## config.mk

```make
export PLATFORM = sky130hd
export DESIGN_NAME = regfile_write_arbiter
export DESIGN_NICKNAME = d
export VERILOG_FILES = /design/src/rtl/regfile_arb_pkg.sv /design/src/rtl/regfile_write_arbiter_wr_slot.sv /design/src/rtl/regfile_write_arbiter.sv
export SDC_FILE = /design/constraint.sdc
export NUM_CORES = 1
export LEC_CHECK = 0
export BUFFER_PORTS_ARGS = -buffer_cell sky130_fd_sc_hd__buf_2
export CAP_MARGIN = 30
export CORE_ASPECT_RATIO = 1.25
export CORE_MARGIN = 5
export CORE_UTILIZATION = 30
export CTS_BUF_LIST = sky130_fd_sc_hd__clkbuf_2 sky130_fd_sc_hd__clkbuf_4 sky130_fd_sc_hd__clkbuf_8
export CTS_CLUSTER_SIZE = 24
export DETAILED_ROUTE_END_ITERATION = 16
export PLACE_DENSITY = 0.56
export SYNTH_ARGS = -nofsm -noshare
export SYNTH_HDL_FRONTEND = slang
export SYNTH_SLANG_ARGS = --single-unit
```

## constraint.sdc

```tcl
create_clock -name clock -period 4.67 [get_ports clock]
set_input_delay 0.2335 -clock clock [delete_from_list [all_inputs] [get_ports clock]]
set_output_delay 0.2335 -clock clock [all_outputs]
set_load 0.1 [all_outputs]
```

## src/rtl/regfile_arb_pkg.sv

```systemverilog
// Shared widths, request record and helpers for the register-file write arbiter.
package regfile_arb_pkg;

    localparam int REG_ADDR_W = 5;
    localparam int DATA_W     = 32;
    localparam int NUM_REGS   = 32;

    typedef struct packed {
        logic [REG_ADDR_W-1:0] reg_addr;
        logic [DATA_W-1:0]     data;
    } wr_req_t;

    function automatic logic [NUM_REGS-1:0] reg_onehot(input logic [REG_ADDR_W-1:0] r);
        logic [NUM_REGS-1:0] v;
        v    = '0;
        v[r] = 1'b1;
        return v;
    endfunction

endpackage

```

## src/rtl/regfile_write_arbiter_wr_slot.sv

```systemverilog
// Single-entry holding slot for one write requester: full flag, request and age bit.
module wr_slot
    import regfile_arb_pkg::*;
(
    input  logic    clk_i,
    input  logic    rst_i,
    input  logic    load_i,
    input  logic    grant_i,
    input  logic    load_young_i,
    input  logic    other_grant_i,
    input  wr_req_t req_i,
    output logic    full_o,
    output logic    young_o,
    output wr_req_t req_o
);

    logic    full_q, full_d;
    logic    young_q, young_d;
    wr_req_t req_q, req_d;

    // young means the other slot holds an older request that must drain first
    always_comb begin
        full_d  = full_q;
        young_d = young_q;
        req_d   = req_q;
        if (load_i) begin
            full_d  = 1'b1;
            young_d = load_young_i;
            req_d   = req_i;
        end else begin
            if (grant_i)
                full_d = 1'b0;
            if (grant_i || other_grant_i)
                young_d = 1'b0;
        end
    end

    always_ff @(posedge clk_i or posedge rst_i) begin
        if (rst_i) begin
            full_q  <= 1'b0;
            young_q <= 1'b0;
            req_q   <= '0;
        end else begin
            full_q  <= full_d;
            young_q <= young_d;
            req_q   <= req_d;
        end
    end

    assign full_o  = full_q;
    assign young_o = young_q;
    assign req_o   = req_q;

endmodule

```

## src/rtl/regfile_write_arbiter.sv

```systemverilog
// Two-requester register-file write arbiter with registered write port.
// Define ARB_ROUND_ROBIN_EN to alternate different-register contention; otherwise A always wins.
module regfile_write_arbiter
    import regfile_arb_pkg::*;
(
    input  logic                  clock,
    input  logic                  ctrl_reset,
    input  logic                  a_valid,
    output logic                  a_ready,
    input  logic [REG_ADDR_W-1:0] a_reg,
    input  logic [DATA_W-1:0]     a_data,
    input  logic                  b_valid,
    output logic                  b_ready,
    input  logic [REG_ADDR_W-1:0] b_reg,
    input  logic [DATA_W-1:0]     b_data,
    output logic                  ctrl_writeEnable,
    output logic [REG_ADDR_W-1:0] ctrl_writeReg,
    output logic [DATA_W-1:0]     data_writeReg,
    output logic [NUM_REGS-1:0]   pending_mask
);

    logic    a_full, b_full, a_young, b_young;
    wr_req_t a_held, b_held, gnt_req;
    logic    grant_a, grant_b, a_load, b_load;
    logic    a_load_young, b_load_young;
    logic    same_reg, contended;

    logic                  we_q, we_d;
    logic [REG_ADDR_W-1:0] wreg_q, wreg_d;
    logic [DATA_W-1:0]     wdata_q, wdata_d;

`ifdef ARB_ROUND_ROBIN_EN
    logic ptr_q, ptr_d;
`endif

    wr_slot u_slot_a (
        .clk_i        (clock),
        .rst_i        (ctrl_reset),
        .load_i       (a_load),
        .grant_i      (grant_a),
        .load_young_i (a_load_young),
        .other_grant_i(grant_b),
        .req_i        ('{reg_addr: a_reg, data: a_data}),
        .full_o       (a_full),
        .young_o      (a_young),
        .req_o        (a_held)
    );

    wr_slot u_slot_b (
        .clk_i        (clock),
        .rst_i        (ctrl_reset),
        .load_i       (b_load),
        .grant_i      (grant_b),
        .load_young_i (b_load_young),
        .other_grant_i(grant_a),
        .req_i        ('{reg_addr: b_reg, data: b_data}),
        .full_o       (b_full),
        .young_o      (b_young),
        .req_o        (b_held)
    );

    // Same nonzero register must drain oldest-first to keep the final value correct
    always_comb begin
        grant_a   = 1'b0;
        grant_b   = 1'b0;
        same_reg  = a_full && b_full && (a_held.reg_addr == b_held.reg_addr)
                    && (a_held.reg_addr != '0);
        contended = a_full && b_full && !same_reg;
        if (same_reg) begin
            grant_a = b_young || !a_young;
            grant_b = !grant_a;
        end else if (contended) begin
`ifdef ARB_ROUND_ROBIN_EN
            grant_a = !ptr_q;
            grant_b = ptr_q;
`else
            grant_a = 1'b1;
`endif
        end else if (a_full) begin
            grant_a = 1'b1;
        end else if (b_full) begin
            grant_b = 1'b1;
        end
    end

    assign a_ready = !ctrl_reset && (!a_full || grant_a);
    assign b_ready = !ctrl_reset && (!b_full || grant_b);
    assign a_load  = a_valid && a_ready;
    assign b_load  = b_valid && b_ready;

    // A loaded on the same edge as B counts as younger, so B commits first
    assign a_load_young = b_load || (b_full && !grant_b);
    assign b_load_young = a_full && !grant_a;

    always_comb begin
        gnt_req = grant_b ? b_held : a_held;
        we_d    = (grant_a || grant_b) && (gnt_req.reg_addr != '0);
        wreg_d  = we_d ? gnt_req.reg_addr : wreg_q;
        wdata_d = we_d ? gnt_req.data : wdata_q;
    end

    always_ff @(posedge clock or posedge ctrl_reset) begin
        if (ctrl_reset) begin
            we_q    <= 1'b0;
            wreg_q  <= '0;
            wdata_q <= '0;
        end else begin
            we_q    <= we_d;
            wreg_q  <= wreg_d;
            wdata_q <= wdata_d;
        end
    end

`ifdef ARB_ROUND_ROBIN_EN
    assign ptr_d = contended ? !ptr_q : ptr_q;

    always_ff @(posedge clock or posedge ctrl_reset) begin
        if (ctrl_reset)
            ptr_q <= 1'b0;
        else
            ptr_q <= ptr_d;
    end
`endif

    always_comb begin
        pending_mask = '0;
        if (a_full)
            pending_mask = pending_mask | reg_onehot(a_held.reg_addr);
        if (b_full)
            pending_mask = pending_mask | reg_onehot(b_held.reg_addr);
        if (we_q)
            pending_mask = pending_mask | reg_onehot(wreg_q);
        pending_mask[0] = 1'b0;
    end

    assign ctrl_writeEnable = we_q;
    assign ctrl_writeReg    = wreg_q;
    assign data_writeReg    = wdata_q;

endmodule

```

==> impl_metrics.ini <==
[cells_and_area]
drive_gt1_share_pct = 35.5
fin_nets = 741
n_fill_cell = 1841
layout_commonest_cell = buf_2
final_cell_mix = 149 x buf_2, 116 x dfrtp_1, 67 x nand2_1
syn2layout_area_growth_pct = 25.2

[clocking]
cts_tree = yes
post-cts-setup-buffers = 0
cts.reportedPaths.clkPinSlew_ns = 0.08
clk_path_buf_depth = 2
htreeDepth = 4
cts_buffers = 17
clock_latency_ns = 0.42
cts-root-buf = clkbuf_8
cts.sinks = 116

[setup_path]
start_kind = flop
crit_required_ns = 4.44
crit_fanout = 10
worstReg2RegEnd = data_writeReg[27]
crit_arrival_ns = 2.80
regToRegSetupSlack_ns = 1.64
critPathCapture = pending_mask[4]
path_class = reg2out
reg2reg_depth = 6
critical_path.startpoint = u_slot_a.full_o
cp-end-kind = output port
r2r_start = u_slot_b.req_o[36]

[synth]
synth_nets = 593
yosysUniqueCellTypes = 38
syn_avg_cell_area_um2 = 11.0
synthCells = 515
syn_area_um2 = 5670
ys_seq_elements = 116
yosysSeqAreaShare_pct = 51.2
yosys_warnings = 0

[floorplanning]
rows = 56
die_h_um = 164
dieArea_um2 = 21800
start_util_pct = 30.3
fp.coreArea_um2 = 18700
die_w_um = 133
ios = 150

[power]
pwr-share-comb_pct = 38.5
total_power_mw = 3.68
swShare_pct = 46.1
pwr-share-seq_pct = 36.6
p_sw_mw = 1.70
internal_power_mw = 1.98
p_leak_nw = 3.34
clkPwrFrac_pct = 24.9
power.density_nw_per_um2 = 519
peakVddDrop_mv = 0.276

[place]
portBuffers = 148
place.gp.congestion = 0.864
dp_hpwl_um = 11200

[timing]
post-route-min-period_ns = 3.03
slew_viol_final = 0
clock.fmax_mhz = 330
timing.final.crit_share_pct = 65.0
finalSetupTns_ns = 0
timing.final.hold_violations = 0
holdWs_ns = 0.0294
max_slew_margin_pct = 19.6
setup_violations = 0
skew_ns = 0.0117
rsz0062_at_grt = false
worst_pin_slew_ns = 1.20

[hold_path]
hp-class = in2reg

[grt]
gr-total-overflow = 0
antenna_found_initial = 0
grt_util_all_layers_pct = 14.5
grt_max_degree = 73
grt_pass1_vias = 4778
grt_pass1_wl_um = 25200

[flow_run]
max_cap_violations = 0

[route]
drt_first_pass_iters = 7
drc = 0
wire_per_inst_um = 17.1
vias = 4497
vias_per_cell = 4.95
drtAntennaViolNets = 0
totalWireLength_um = 15500
drtIter0Drc = 201

[status]
outcome = complete, no violations
## cell families (layout without fill, tap and decap cells)
kind of cell / after synthesis / count (layout) / synth area share [%]
buffers and inverters: 45 / 206 / 4.22
multiplexers: 110 / 110 / 21.6
AO/OA/AOI/OAI: 79 / 79 / 8.85
flip-flops: 116 / 116 / 51.2
XOR/XNOR: 4 / 4 / 0.618
AND/OR/NAND/NOR: 160 / 160 / 13.4
other: 1 / 2 / 0.0662
## power by group through the flow
stage / registers, mW / clock network (mW) / logic, mW
3_5_place_dp: 1.36 / 0 / 1.42
6_report: 1.35 / 0.917 / 1.42
5_1_grt: 1.38 / 1.00 / 1.49
4_1_cts: 1.35 / 0.954 / 1.43
3_3_place_gp: 1.36 / 0 / 1.40
2_1_floorplan: 1.93 / 0 / 0.570
## final cells by class
| class | instances | area, um2 | area share (%) |
|---|---|---|---|
| Timing Repair Buffer | 168 | 938 | 13.2 |
| Multi-Input combinational cell | 354 | 2540 | 35.8 |
| Sequential cell | 116 | 2900 | 40.9 |
| Clock buffer | 18 | 241 | 3.40 |
| Clock inverter | 14 | 154 | 2.17 |
| Antenna cell | 1 | 2.50 | 0.0353 |
| Tap cell | 232 | 290 | 4.09 |
| Inverter | 6 | 25.0 | 0.353 |
## layer usage
metal  vias up  routed length, um  share of wire (%)  GRT usage (%)
met5         -                  0                  0              0
met4         0                302                1.9           5.43
met3        23               1430                9.2           6.04
met2       186               7520                 48           23.8
met1      2177               6280                 40           17.0
li1       2111                  -                  -              -
## flip-flops by register name (all words and copies together) (netlist names)
signal and cells:
data_writeReg 32, u_slot_a.req_o 37, u_slot_b.full_o 1, ctrl_writeEnable 1, ctrl_writeReg 5, u_slot_b.req_o 37, u_slot_b.young_o 1, u_slot_a.full_o 1
u_slot_a.young_o 1
## how the worst min path moves through the flow
| stage | slack, ns | to | start | cells after the start |
|---|---|---|---|---|
| 6_report | 0.03 | u_slot_b.req_o[14] | b_data[14] | 2 |
| 5_1_grt | 0.001 | u_slot_b.req_o[23] | b_data[23] | 2 |
| 4_1_cts | 0.0004 | u_slot_b.req_o[10] | b_data[10] | 2 |
| 3_5_place_dp | 0.46 | u_slot_b.req_o[6] | b_data[6] | 2 |
| 3_3_place_gp | 0.45 | u_slot_b.req_o[0] | b_data[0] | 2 |
| 2_1_floorplan | 0.36 | u_slot_a.full_o | a_valid | 2 |
## repair_timing
item	CTS	global route
hold buffers	5	7
endpoints found under the setup margin	0	0
hold endpoints to repair	5	7
gates resized for setup	0	0
## synth_stat cells (all sizes together)
cell type,count,area share (%)
o21ai,3,0.26
clkbuf,20,1.3
nand2b,1,0.11
nand4,1,0.11
or2,2,0.22
conb,1,0.066
nor3b,9,1.2
nand3,3,0.26
nand2,67,4.4
mux2i,36,6.4
and2,3,0.33
a21oi,39,3.4
o211ai,1,0.13
dfrtp,116,51
mux2,74,15
nor3,6,0.53
nor4,1,0.11
inv,6,0.40
buf,19,2.5
o221ai,1,0.15
and3b,7,1.1
a22oi,28,3.7
nor2,50,3.6
a222oi,3,0.53
and3,8,0.88
a32o,1,0.18
a31oi,3,0.44
nor4b,2,0.57
xor2,4,0.62
## worst max-delay path, cell delays in order, from the launching register on
cell,delay [ns]
dfrtp_1,0.55
inv_1,0.14
nor3_1,0.93
a222oi_1,0.24
inv_1,0.09
buf_2,0.43
## metrics by stage
stage	setup WS (ns)	util, %	instance area (um2)	std cells
2_1_floorplan	0.260	-	5670	515
6_report	1.64	37.9	7100	909
3_3_place_gp	1.71	35.0	6550	862
5_1_grt	1.35	37.9	7090	908
4_1_cts	1.57	37.5	7020	901
3_5_place_dp	1.57	35.2	6580	864
No activity file was read; power rests on OpenSTA's default activity.
